[config.mk]
export PLATFORM = sky130hd
export DESIGN_NAME = int8_dot_accum_seq
export DESIGN_NICKNAME = d
export VERILOG_FILES = /design/src/rtl/int8_dot_accum_seq.sv
export SDC_FILE = /design/constraint.sdc
export NUM_CORES = 1
export LEC_CHECK = 0
export ABC_AREA = 1
export CELL_PAD_IN_SITES_DETAIL_PLACEMENT = 1
export CELL_PAD_IN_SITES_GLOBAL_PLACEMENT = 2
export CORE_ASPECT_RATIO = 0.75
export CORE_MARGIN = 2
export CORE_UTILIZATION = 21
export CTS_CLUSTER_SIZE = 24
export DETAILED_ROUTE_END_ITERATION = 6
export HOLD_SLACK_MARGIN = 0.05
export PLACE_DENSITY = 0.93
export SLEW_MARGIN = 25
export SYNTH_ARGS = -nofsm -noshare
export SYNTH_HDL_FRONTEND = slang
export SYNTH_SLANG_ARGS = --single-unit
[constraint.sdc]
create_clock -name clk -period 2.2 [get_ports clk]
set_input_delay 0.44 -clock clk [delete_from_list [all_inputs] [get_ports clk]]
set_output_delay 0.44 -clock clk [all_outputs]
set_load 0.03 [all_outputs]
[src/rtl/int8_dot_accum_seq.sv]
// rtl/int8_dot_accum_seq.sv - int8 dot-product sequencer/accumulator wrapped around an external MAC
// Optional sticky signed-overflow detection is enabled by defining INT8_DOT_OVF_EN.
module int8_dot_accum_seq #(
   parameter int LEN_W = 8,
   parameter int ACC_W = 16
) (
   input  logic             clk,
   input  logic             rst_n,
   input  logic             start,
   input  logic             clear,
   input  logic [LEN_W-1:0] len,
   input  logic [ACC_W-1:0] init_acc,
   input  logic             in_valid,
   output logic             in_ready,
   input  logic [7:0]       in_a,
   input  logic [7:0]       in_b,
   output logic [7:0]       mac_multiplicand,
   output logic [7:0]       mac_multiplier,
   output logic [ACC_W-1:0] mac_accumulator,
   input  logic [ACC_W-1:0] mac_result,
   output logic             out_valid,
   input  logic             out_ready,
   output logic [ACC_W-1:0] out_data,
   output logic             busy,
   output logic             ovf
);

   typedef enum logic [1:0] {
      S_IDLE = 2'd0,
      S_RUN  = 2'd1,
      S_DONE = 2'd2
   } state_t;

   state_t           r_state;
   logic [ACC_W-1:0] r_acc;
   logic [LEN_W-1:0] r_cnt;
   logic             r_in_ready;
   logic             r_out_valid;
   logic             r_busy;

   logic             w_accept;
   logic             w_start;

   assign w_accept = r_in_ready & in_valid;
   assign w_start  = (r_state == S_IDLE) & start;

   assign mac_multiplicand = in_a;
   assign mac_multiplier   = in_b;
   assign mac_accumulator  = r_acc;

   assign in_ready  = r_in_ready;
   assign out_valid = r_out_valid;
   assign busy      = r_busy;
   assign out_data  = r_acc;

   // Handshake outputs are registered alongside the state so they are glitch-free.
   always_ff @(posedge clk or negedge rst_n) begin
      if (!rst_n) begin
         r_state     <= S_IDLE;
         r_acc       <= '0;
         r_cnt       <= '0;
         r_in_ready  <= 1'b0;
         r_out_valid <= 1'b0;
         r_busy      <= 1'b0;
      end else if (clear) begin
         r_state     <= S_IDLE;
         r_acc       <= '0;
         r_cnt       <= '0;
         r_in_ready  <= 1'b0;
         r_out_valid <= 1'b0;
         r_busy      <= 1'b0;
      end else begin
         case (r_state)
            S_IDLE: begin
               if (start) begin
                  r_acc  <= init_acc;
                  r_cnt  <= len;
                  r_busy <= 1'b1;
                  if (len == '0) begin
                     r_state     <= S_DONE;
                     r_out_valid <= 1'b1;
                  end else begin
                     r_state    <= S_RUN;
                     r_in_ready <= 1'b1;
                  end
               end
            end
            S_RUN: begin
               if (w_accept) begin
                  r_acc <= mac_result;
                  r_cnt <= r_cnt - LEN_W'(1);
                  if (r_cnt == LEN_W'(1)) begin
                     r_state     <= S_DONE;
                     r_in_ready  <= 1'b0;
                     r_out_valid <= 1'b1;
                  end
               end
            end
            S_DONE: begin
               if (out_ready) begin
                  r_state     <= S_IDLE;
                  r_out_valid <= 1'b0;
                  r_busy      <= 1'b0;
               end
            end
            default: begin
               r_state     <= S_IDLE;
               r_in_ready  <= 1'b0;
               r_out_valid <= 1'b0;
               r_busy      <= 1'b0;
            end
         endcase
      end
   end

`ifdef INT8_DOT_OVF_EN
   logic w_psign;
   logic w_ovf_beat;
   logic r_ovf;

   // A zero product counts as non-negative, so it can never flag overflow.
   assign w_psign    = (in_a[7] ^ in_b[7]) & (in_a != 8'd0) & (in_b != 8'd0);
   assign w_ovf_beat = (w_psign == r_acc[ACC_W-1]) & (mac_result[ACC_W-1] != r_acc[ACC_W-1]);

   always_ff @(posedge clk or negedge rst_n) begin
      if (!rst_n) begin
         r_ovf <= 1'b0;
      end else if (clear || w_start) begin
         r_ovf <= 1'b0;
      end else if ((r_state == S_RUN) && w_accept) begin
         r_ovf <= r_ovf | w_ovf_beat;
      end
   end

   assign ovf = r_ovf;
`else
   assign ovf = 1'b0;
`endif

endmodule
==> impl_results.rst <==
.. list-table::
   :header-rows: 1

   * - Metric
     - Value
   * - Clock Tree Buf Depth
     - 2
   * - Fraction of power spent switching nets
     - 0.457
   * - Register clock-pin slew on the reported worst setup and hold paths
     - ~50 ps
   * - Outcome
     - complete, no violations
   * - First-pass GRT wire length
     - 8980 µm
   * - Pre-CTS setup slack
     - between 200 and 300 ps
   * - Clock insertion delay at the later pin of the skew report
     - between 200 and 300 ps
   * - Kind of cell with the highest combined delay on the critical path
     - buffers and inverters
   * - Core occupancy in the finished layout
     - 0.310
   * - ANT cells
     - 0
   * - Sequential area share after synthesis
     - 0.367
   * - Crit path largest cell delay
     - 710 ps
   * - Vias in the first global route
     - 1869
   * - Clock Power Share
     - 0.195
   * - Area inside the core boundary
     - 9080 µm²
   * - CTS tree
     - built
   * - Switching power total
     - 1.87 mW
   * - Ordered list of cells on the worst path
     - clkdlybuf4s50_1
   * - Worst endpoint data arrival time
     - 1370 ps
   * - Startpoint type of the worst setup path
     - register
   * - Global router's overall resource usage
     - 0.112
   * - Number of setup violations in the final report
     - 0
   * - Buf+Inv Stages, Crit Path
     - 1
   * - Hold/Removal Path Class
     - register to register
   * - CP Class
     - register to primary output
   * - Count of hold-fix buffers inserted at cts
     - 0
   * - Row count
     - 30
   * - #FFs+latches synth
     - 29
   * - Portion of total power attributed to combinational logic
     - 0.569
   * - Num CTS Buffers
     - 5
   * - Internal
     - around 2.2 mW
   * - Cell Count Post-Placement
     - 450
   * - Slowest-stage cell, CP
     - sky130_fd_sc_hd__clkdlybuf4s50_1
   * - Number of levels in the clock H-tree
     - 2
   * - Required time reported for the critical path endpoint
     - 1760 ps
   * - Max-slew violation total from the final report
     - 0
   * - Tcrit/Tclk final
     - 0.824
   * - Chip Width
     - 116 µm
   * - Residual overflow from global routing
     - 0
   * - Total I/O pin count
     - 114
   * - Final total negative setup slack
     - 0 ps
   * - PwrDens
     - between 1000 and 1500 nW/µm²
   * - Initial Utilization
     - 0.218
   * - Number of antenna violations at the first check in global routing
     - 0
   * - Maximum number of pins on one net before global-route repair
     - 31
   * - First-pass iteration count of the detailed router
     - 2
   * - Mapped Nets
     - 342
   * - Setup Skew
     - about 8 ps
   * - Max Clk Rate
     - 552 MHz
   * - Most common cell after layout, fill and taps aside
     - sky130_fd_sc_hd__nand2_1
   * - Post-layout instance count excluding filler cells
     - 458
   * - Setup crit end kind
     - primary output
   * - Die Height
     - just under 90 µm
   * - Net count of the finished layout
     - 393
   * - Sinks on Clock Net
     - 29
   * - Mean area per synthesized cell
     - 7.12 µm²
   * - RSZ-0062 raised after global routing
     - no
   * - Final wirelength
     - approximately 5600 µm
   * - Average detailed-routed wire length per instance
     - roughly 12 µm
   * - Post-layout minimum cycle time
     - about 1800 ps
   * - Post-route worst setup slack
     - 388 ps
   * - Fraction of layout cells with a size suffix above 1
     - 0.0788
   * - Critical path fanouts, max
     - 3
   * - Mapped Area
     - a little under 2000 µm²
   * - Final weighted congestion in routability-driven placement
     - 0.808
   * - Area grow syn2layout
     - 42.4%
   * - Number of distinct library cells after synthesis
     - 25
   * - Buffers inserted by post-CTS timing repair
     - 0
   * - Synth warnings
     - 0
   * - Commonest cells after routing, fill and taps aside
     - sky130_fd_sc_hd__nand2_1 (101), sky130_fd_sc_hd__clkdlybuf4s50_1 (80), sky130_fd_sc_hd__nor2_1 (40), sky130_fd_sc_hd__dfrtp_1 (29), sky130_fd_sc_hd__o21ai_1 (15)
   * - Post-route DRC
     - 0
   * - Final Hold Violating Endpoints
     - 0
   * - Post-cts sizing count
     - 0
   * - Worst vdd ir
     - roughly 0.00037 V
   * - Dpl hpwl
     - 4330 µm
   * - Count of port buffers added during placement
     - 80
   * - Static leakage
     - 1.29 nW
   * - Portion of total power attributed to sequential cells
     - 0.236
   * - Floorplan die area
     - 10200 µm²
   * - Fill count
     - 1109
   * - Vias per std cell
     - 4.02
   * - Routed via count
     - about 1800
   * - Maximum capacitance violations
     - 0
   * - Antenna viol nets, final
     - 0
   * - Cells after Synth
     - 278
   * - Number of design-rule violations left by the first detailed-router iteration
     - 53
   * - Clk root buf
     - sky130_fd_sc_hd__clkbuf_16
==> layer usage <==
metal,global-route usage,up-vias,share of wire
met4,0.0173,0,0
met2,0.190,53,0.46
li1,-,932,-
met3,0.0422,0,0.073
met5,0,-,0
met1,0.140,857,0.46
==> layout make-up <==
class	count	area (µm²)	share of cell area
inverter	14	55.1	0.0195
tap	128	160	0.0568
sequential	29	726	0.258
clock buffer	7	143	0.0506
clock inverter	1	30.0	0.0107
timing repair buffer	86	846	0.300
multi-input combinational	193	858	0.305
==> registers in the layout, indices dropped and copies added (netlist names) <==
| name | cells |
|---|---|
| r_state | 2 |
| in_ready | 1 |
| mac_accumulator | 16 |
| busy | 1 |
| out_valid | 1 |
| r_cnt | 8 |
==> power by group through the flow <==
stage	clock (mW)	combinational, mW	sequential, mW
floorplan	0	1.47	1.24
global placement	0	2.31	0.963
detailed placement	0	2.36	0.974
CTS	0.816	2.37	0.970
global route	0.840	2.56	1.00
finish	0.797	2.33	0.964
==> worst paths after layout <==
| path | startpoint | end | slack [ps] | cells past startpoint |
|---|---|---|---|---|
| worst max-delay path | mac_accumulator[14]$_DFFE_PN0P_ | out_data[14] | 390 | 1 |
| worst min-delay path | out_valid$_DFFE_PN0P_ | out_valid$_DFFE_PN0P_ | 500 | 2 |
| worst max register to register | r_state[1]$_DFFE_PN0P_ | mac_accumulator[11]$_DFFE_PN0P_ | 580 | 8 |
| worst min register to register | out_valid$_DFFE_PN0P_ | out_valid$_DFFE_PN0P_ | 500 | 2 |
| max in group asynchronous | rst_n | r_cnt[4]$_DFFE_PN0P_ | 1350 | 2 |
| min in group asynchronous | rst_n | r_state[1]$_DFFE_PN0P_ | 570 | 2 |
==> metrics by stage <==
stage | area (µm²) | hold slack, ps | power (mW)
2_1_floorplan | 1980 | 144 | 2.71
3_3_place_gp | 2650 | 462 | 3.27
3_5_place_dp | 2650 | 478 | 3.34
4_1_cts | 2820 | 499 | 4.16
5_1_grt | 2820 | 527 | 4.40
6_report | 2820 | 496 | 4.09
==> cells in the mapped netlist <==
cell type,number,area [µm²]
sky130_fd_sc_hd__nand3_1,8,40.0
sky130_fd_sc_hd__buf_2,1,5.00
sky130_fd_sc_hd__o21ai_1,15,75.1
sky130_fd_sc_hd__a21oi_1,1,5.00
sky130_fd_sc_hd__nor2_4,1,11.3
sky130_fd_sc_hd__nor2_2,4,25.0
sky130_fd_sc_hd__o21ai_0,9,45.0
sky130_fd_sc_hd__nor2_1,40,150
sky130_fd_sc_hd__nand3b_1,1,7.51
sky130_fd_sc_hd__buf_8,1,15.0
sky130_fd_sc_hd__inv_4,1,6.26
sky130_fd_sc_hd__nand2_2,3,18.8
sky130_fd_sc_hd__inv_2,2,7.51
sky130_fd_sc_hd__conb_1,1,3.75
sky130_fd_sc_hd__dfrtp_1,29,726
sky130_fd_sc_hd__ha_1,2,25.0
sky130_fd_sc_hd__xor2_1,2,17.5
sky130_fd_sc_hd__o211ai_4,1,21.3
sky130_fd_sc_hd__o211ai_1,2,15.0
sky130_fd_sc_hd__a2bb2oi_1,1,8.76
sky130_fd_sc_hd__inv_1,11,41.3
sky130_fd_sc_hd__buf_6,5,56.3
sky130_fd_sc_hd__nand3_2,1,10.0
sky130_fd_sc_hd__buf_4,35,263
sky130_fd_sc_hd__nand2_1,101,379
==> cells by family after synthesis <==
kind of cell	count (synthesis)	share of synthesized area
adder cells (fa/ha/maj)	2	0.0126
XOR/XNOR	2	0.00886
other	1	0.00190
flip-flops	29	0.367
AND/OR/NAND/NOR	159	0.324
AO/OA/AOI/OAI	29	0.0860
buffers and inverters	56	0.199
Note: power is estimated with default switching activity, not from simulation.
